## config.mk

```make
export PLATFORM = sky130hd
export DESIGN_NAME = rreq_responder
export DESIGN_NICKNAME = d
export VERILOG_FILES = /design/src/rtl/rreq_responder_pkg.sv /design/src/rtl/rreq_responder_hs_sync.sv /design/src/rtl/rreq_responder.sv
export SDC_FILE = /design/constraint.sdc
export NUM_CORES = 1
export LEC_CHECK = 0
export ABC_CLOCK_PERIOD_IN_PS = 3800
export BUFFER_PORTS_ARGS = -buffer_cell sky130_fd_sc_hd__buf_2
export CORE_AREA = 2 2 75 77
export CTS_CLUSTER_DIAMETER = 150
export DETAILED_ROUTE_END_ITERATION = 6
export DIE_AREA = 0 0 77 79
export MAX_ROUTING_LAYER = met4
export PLACE_DENSITY = 0.57
export SETUP_SLACK_MARGIN = 0.15
export SKIP_LAST_GASP = 1
export SLEW_MARGIN = 15
export SYNTH_ARGS = -nofsm -noshare
export SYNTH_HDL_FRONTEND = slang
export SYNTH_SLANG_ARGS = --single-unit
```

## constraint.sdc

```tcl
create_clock -name clk -period 3.8 [get_ports clk]
set_input_delay 0.38 -clock clk [delete_from_list [all_inputs] [get_ports clk]]
set_output_delay 0.38 -clock clk [all_outputs]
set_load 0.02 [all_outputs]
```

## src/rtl/rreq_responder_pkg.sv

```systemverilog
// rreq_responder_pkg: shared state type, default widths and pointer sizing for rreq_responder
package rreq_responder_pkg;
  typedef enum logic {IDLE = 1'b0, WAIT_RTZ = 1'b1} rsp_state_t;
  localparam int DEF_DATA_W = 8;
  localparam int DEF_DEPTH = 4;
  localparam int DEF_SYNC_STAGES = 2;
  function automatic int ptr_w(input int depth);
    return $clog2(depth) + 1;
  endfunction
endpackage

```

## src/rtl/rreq_responder_hs_sync.sv

```systemverilog
// hs_sync: STAGES-flop synchronizer for an asynchronous handshake line, reset to 0
module hs_sync #(
  parameter int STAGES = 2
) (
  input  logic clk,
  input  logic rst,
  input  logic d,
  output logic q
);
  logic [STAGES-1:0] sr;
  always_ff @(posedge clk)
    if (!rst) sr <= '0;
    else sr <= {sr[STAGES-2:0], d};
  assign q = sr[STAGES-1];
endmodule

```

## src/rtl/rreq_responder.sv

```systemverilog
// rreq_responder: 4-phase Rreq/Rack receiver buffering Rdata into a FIFO with a valid/ready output; RREQ_PARITY_EN adds Rpar/par_err
module rreq_responder
  import rreq_responder_pkg::*;
#(
  parameter int DATA_W = DEF_DATA_W,
  parameter int DEPTH = DEF_DEPTH,
  parameter int SYNC_STAGES = DEF_SYNC_STAGES
) (
  input  logic                     clk,
  input  logic                     rst,
  input  logic                     Rreq,
  input  logic [DATA_W-1:0]        Rdata,
  output logic                     Rack,
  output logic [DATA_W-1:0]        out_data,
  output logic                     out_valid,
  input  logic                     out_ready,
  output logic [$clog2(DEPTH):0]   fifo_count
`ifdef RREQ_PARITY_EN
  ,
  input  logic                     Rpar,
  output logic                     par_err
`endif
);
  localparam int PW = ptr_w(DEPTH);
  localparam int AW = PW - 1;
  rsp_state_t state, state_n;
  logic req_s, full, empty, wr_en, rd_en;
  logic [PW-1:0] wr_ptr, rd_ptr;
  logic [DATA_W-1:0] mem [DEPTH];
  hs_sync #(.STAGES(SYNC_STAGES)) u_sync (.clk(clk), .rst(rst), .d(Rreq), .q(req_s));
  assign empty = wr_ptr == rd_ptr;
  assign full = (wr_ptr ^ rd_ptr) == {1'b1, {AW{1'b0}}};
  assign rd_en = !empty && out_ready;
  // full comes from registered pointers, so a same-cycle pop cannot enable a write
  always_comb begin
    state_n = state;
    wr_en = 1'b0;
    wr_en = state == IDLE && req_s && !full;
    state_n = state == IDLE ? (wr_en ? WAIT_RTZ : IDLE) : (req_s ? WAIT_RTZ : IDLE);
  end
  always_ff @(posedge clk)
    if (!rst) begin
      state <= IDLE;
      wr_ptr <= '0;
      rd_ptr <= '0;
    end else begin
      state <= state_n;
      if (wr_en) wr_ptr <= wr_ptr + PW'(1);
      if (rd_en) rd_ptr <= rd_ptr + PW'(1);
    end
  always_ff @(posedge clk)
    if (wr_en) mem[wr_ptr[AW-1:0]] <= Rdata;
`ifdef RREQ_PARITY_EN
  always_ff @(posedge clk)
    if (!rst) par_err <= 1'b0;
    else if (wr_en && (^{Rdata, Rpar})) par_err <= 1'b1;
`endif
  assign Rack = state == WAIT_RTZ;
  assign out_valid = !empty;
  assign out_data = mem[rd_ptr[AW-1:0]];
  assign fifo_count = wr_ptr - rd_ptr;
endmodule

```

# After elaboration in Yosys (flattened, before gate mapping)
# Memory sizes are Yosys's and may differ from the RTL's. A register that Yosys moved wholly into a read port is not among the register bits.
# Cells that the tools add are included.
[classes]
addsub = 3
n_eq_ne = 2
mux = 6
bitwise = 2
n_reduce_logical = 5
[ops]
columns = ["op", "n"]
rows = [
  ["$add A3 B1 Y3 const B", 2],
  ["$mux W1", 4],
  ["$mux W2", 2],
  ["$eq A3 B3 Y1", 1],
  ["$eq A3 B3 Y1 const B", 1],
  ["$logic_and A1 B1 Y1", 3],
  ["$sub A3 B3 Y3", 1],
  ["$xor A3 B3 Y3", 1],
  ["$logic_not A1 Y1", 2],
  ["$not A1 Y1", 1],
]
[totals]
reg_bits = 9
mem_bits_rw = 32
mem_count = 1
[memory_table]
columns = ["name", "words", "width", "read_ports", "rd_ports_with_merged_regs", "wr", "line_no", "rtl"]
rows = [
  ["mem", 4, 8, 1, 1, 1, "rreq_responder.sv:29", "logic [DATA_W-1:0] mem [DEPTH];"],
]

# Logic depth before layout (Yosys ltp)
[depth]
word_depth = 6
depth_mapped = 5
depth_no_buf = 5

# Modules after synthesis
# A second synthesis with hierarchy kept.
[unflattened]
cells_unflattened = 106
hier_area_um2 = 1803.0
[by_module_without_submodules]
columns = ["mod", "n_inst", "cells_each", "area_per_inst_um2"]
rows = [
  ["rreq_responder", 1, 102, 1750.4],
  ["hs_sync", 1, 4, 52.6],
]

# Worst setup path after synthesis
# OpenSTA, ideal clock, no wires.
[synth_path]
path_type = "reg-to-output"
startpoint = "reg wr_ptr[0]"
endpoint = "out fifo_count[2]"
arrival_ns = 1.389
required_ns = 3.420
path_slack_ns = 2.031
path_stages_with_launch = 5
n_path_buf = 0
path_cell_list = "dfxtp_1 inv_1 ha_1 fa_1 xor2_1"
[synth_via]
elab_chain_cells = 1
[synth_lines]
columns = ["item", "line_no", "rtl"]
rows = [
  ["start, declared", "rreq_responder.sv:28", "logic [PW-1:0] wr_ptr, rd_ptr;"],
  ["start signal, assigned", "rreq_responder.sv:48", "if (wr_en) wr_ptr <= wr_ptr + PW'(1);"],
  ["$sub A3 B3 Y3", "rreq_responder.sv:61", "assign fifo_count = wr_ptr - rd_ptr;"],
  ["end, declared", "rreq_responder.sv:17", "output logic [$clog2(DEPTH):0] fifo_count"],
]
# Every way passes these cells.

# Final worst setup path
[layout_path]
startpoint = "reg wr_ptr[0]"
endpoint = "out out_valid"
[layout_via]
elab_chain_cells = 2
[layout_lines]
columns = ["item", "line_no", "rtl"]
rows = [
  ["$eq A3 B3 Y1", "rreq_responder.sv:31", "assign empty = wr_ptr == rd_ptr;"],
  ["$logic_not A1 Y1", "rreq_responder.sv:59", "assign out_valid = !empty;"],
  ["end, declared", "rreq_responder.sv:15", "output logic out_valid,"],
]
# Every way passes these cells.

==> results.txt <==
Status = completed
CP startpoint kind = register
Clk root buf = clkbuf_8
CTS clock-pin slew for the worst setup and hold paths = 0.08 ns
Worst vdd ir = 0.144 mV
Commonest cells after routing, fill and taps aside = 32 x edfxtp_1, 24 x buf_2, 11 x dfxtp_1
RSZ-0062 raised after global routing = no
RePlAce Congestion = 0.710
Max incr delay on CP = 0.45 ns
Total track usage = 0.109
# Max-Cap Violations = 0
Worst Setup Path Type = reg -> out
Core ar. = 0.00534 mm^2
HP Class = in -> reg
Finished Layout Cells = 207
Seq cells post-synth = 43
Synthesized cell area = 0.00180 mm^2
Worst r2r src = wr_ptr[0]$_SDFFE_PN0P_
Synth unique cells = 24
Placed cell count = 199
GRT Residual Overflow = 0
Seq. cell area = 0.00118 mm^2
Clock skew = 0.00910 ns
Fin. max-slew vios = 0
Initial detailed-routing violation count = 84
# port buffers = 24
CTS resizes = 0
# nets final = 154
Crit path to = out_valid
Pleak = 0.774 nW
Required @ worst endpoint = 3.42 ns
Number of global-route vias before repair = 977
Seq/Total Area, Yosys = 0.655
Chip width = 77 um
DRC = 0
Yosys warning count = 0
Detail Route Antenna Nets = 0
Largest net degree at the start of global routing = 17
Worst slew pin tran = 0.613 ns
Post-CTS Setup Bufs = 0
Pwr Density = 424 mW/mm^2
Initial core utilization = 0.338
DR vias = 916
Final setup fails = 0
Min cycle time layout = 2.20 ns
Fmax = 456 MHz
Most common cell after layout, fill and taps aside = edfxtp_1
CP cell instances = inv_1 -> ha_1 -> nand2_1 -> or2_1 -> buf_2
CP Launch Point = wr_ptr[0]$_SDFFE_PN0P_
Slew Limit Headroom = 0.591
Worst Path Arrival = 1.82 ns
Fill count = 523
Critical path's slowest cell = ha_1
Final HPWL from detailed placement = 2010 um
Total CTS buffers = 5
Die Y = 79 um
Final Hold Viols = 0
Cells after Synth = 106
IO Pins = 25
Std cell rows = 27
Area delta synth->final = 15.7%
CTS sink count = 43
Design area = 0.00209 mm^2
Worst R2R Path Depth = 4
CTS Buffer Depth = 2
First-pass DRT Iterations = 4
Antenna Cells = 0
TritonCTS clock tree = built
Syn_nets = 126
Number of vias per cell = 4.43
Setup TNS Final = 0 ns
Synthesized area per cell = 17.0 um^2
Drt total wl = 2790 um
Hold-fix buffer count after cts = 0
Share of layout cells above drive strength 1 = 0.319
Drt wl/cell = 13.5 um
Setup slack, reg-to-reg = 1.84 ns
Final Cycle Share = 0.578
DP Area = 0.00200 mm^2
Multi-input logic area = 579 um^2
Crit Reg-Reg Endpoint = mem[1][2]$_DFFE_PP_
Initial antenna violation count = 0
CP endpoint kind = output port
Clock latency on the worst-skew pair = 0.29 ns
DIE AREA = 0.00608 mm^2
Critical-path maximum fanout = 5
H-tree depth = 2
First-pass GRT wire length = 4840 um
-- state kept, by name, summed over array words and instances (netlist names), named ones only --
register and count:
wr_ptr 3, mem 32, Rack 1, rd_ptr 3
u_sync.sr 2
-- layout make-up --
type,instances,share of cell area
Sequential cell,43,0.566
Multi-Input combinational cell,52,0.278
Timing Repair Buffer,24,0.0576
Tap cell,72,0.0432
Clock buffer,6,0.0348
Inverter,8,0.0144
Clock inverter,2,0.00600
-- synthesized netlist by cell type (all sizes together) --
master	n	area, um^2
mux2i	6	60.1
buf	2	8.75
nand3	1	5.00
inv	8	30.0
and2	5	31.3
mux4	8	180
edfxtp	32	961
a311oi	1	26.3
xor2	2	36.3
nand2	10	37.5
clkbuf	1	3.75
fa	1	20.0
dfxtp	11	220
o21ai	2	13.8
o211ai	2	15.0
ha	7	87.6
o211a	1	10.0
or2	1	6.26
nand2b	3	18.8
and4b	1	10.0
a31oi	1	21.3
-- worst min-delay path by stage --
stage	from	to	cells after the start
floorplan	u_sync.sr[0]$_SDFF_PN0_	u_sync.sr[1]$_SDFF_PN0_	1
global placement	u_sync.sr[0]$_SDFF_PN0_	u_sync.sr[1]$_SDFF_PN0_	1
detailed placement	u_sync.sr[0]$_SDFF_PN0_	u_sync.sr[1]$_SDFF_PN0_	1
CTS	Rreq	u_sync.sr[0]$_SDFF_PN0_	2
global route	Rreq	u_sync.sr[0]$_SDFF_PN0_	2
finish	Rreq	u_sync.sr[0]$_SDFF_PN0_	2
-- per-layer routing --
layer,wire length [um],global-route usage,share of wire,up-vias
met5,0,-,0,-
met4,11,0.0321,0.0039,0
met3,166,0.0455,0.059,2
met2,1350,0.164,0.48,25
met1,1260,0.135,0.45,442
li1,-,-,-,447
-- cells by family after synthesis --
| group | after synthesis | share of synthesized area |
|---|---|---|
| XOR/XNOR | 2 | 0.0201 |
| AND/OR/NAND/NOR | 21 | 0.0604 |
| multiplexers | 14 | 0.133 |
| flip-flops | 43 | 0.655 |
| AO/OA/AOI/OAI | 7 | 0.0479 |
| buffers and inverters | 11 | 0.0236 |
| adder cells (fa/ha/maj) | 8 | 0.0597 |
-- stage by stage --
step	total power [mW]	setup WS (ns)	hold slack (ns)	utilization
detailed placement	0.623	1.83	0.427	0.375
global placement	0.621	1.94	0.419	0.375
global route	0.927	1.50	0.300	0.391
floorplan	0.592	2.03	0.412	-
CTS	0.895	1.58	0.281	0.391
finish	0.884	1.60	0.292	0.391
-- where the power goes --
part / internal, mW / switching [mW] / leakage, nW
logic: 0.0384 / 0.0505 / 0.354
clock network: 0.128 / 0.146 / 0.0412
registers: 0.512 / 0.00920 / 0.378
total: 0.678 / 0.205 / 0.774
-- critical path: cells and delay by family, from the launching register on --
| kind | cells | cell delay, ns |
|---|---|---|
| fa+ha+maj | 1 | 0.45 |
| flops | 1 | 0.40 |
| simple gates | 2 | 0.40 |
| buf+inv | 2 | 0.28 |
Note: power is estimated with default switching activity, not from simulation.
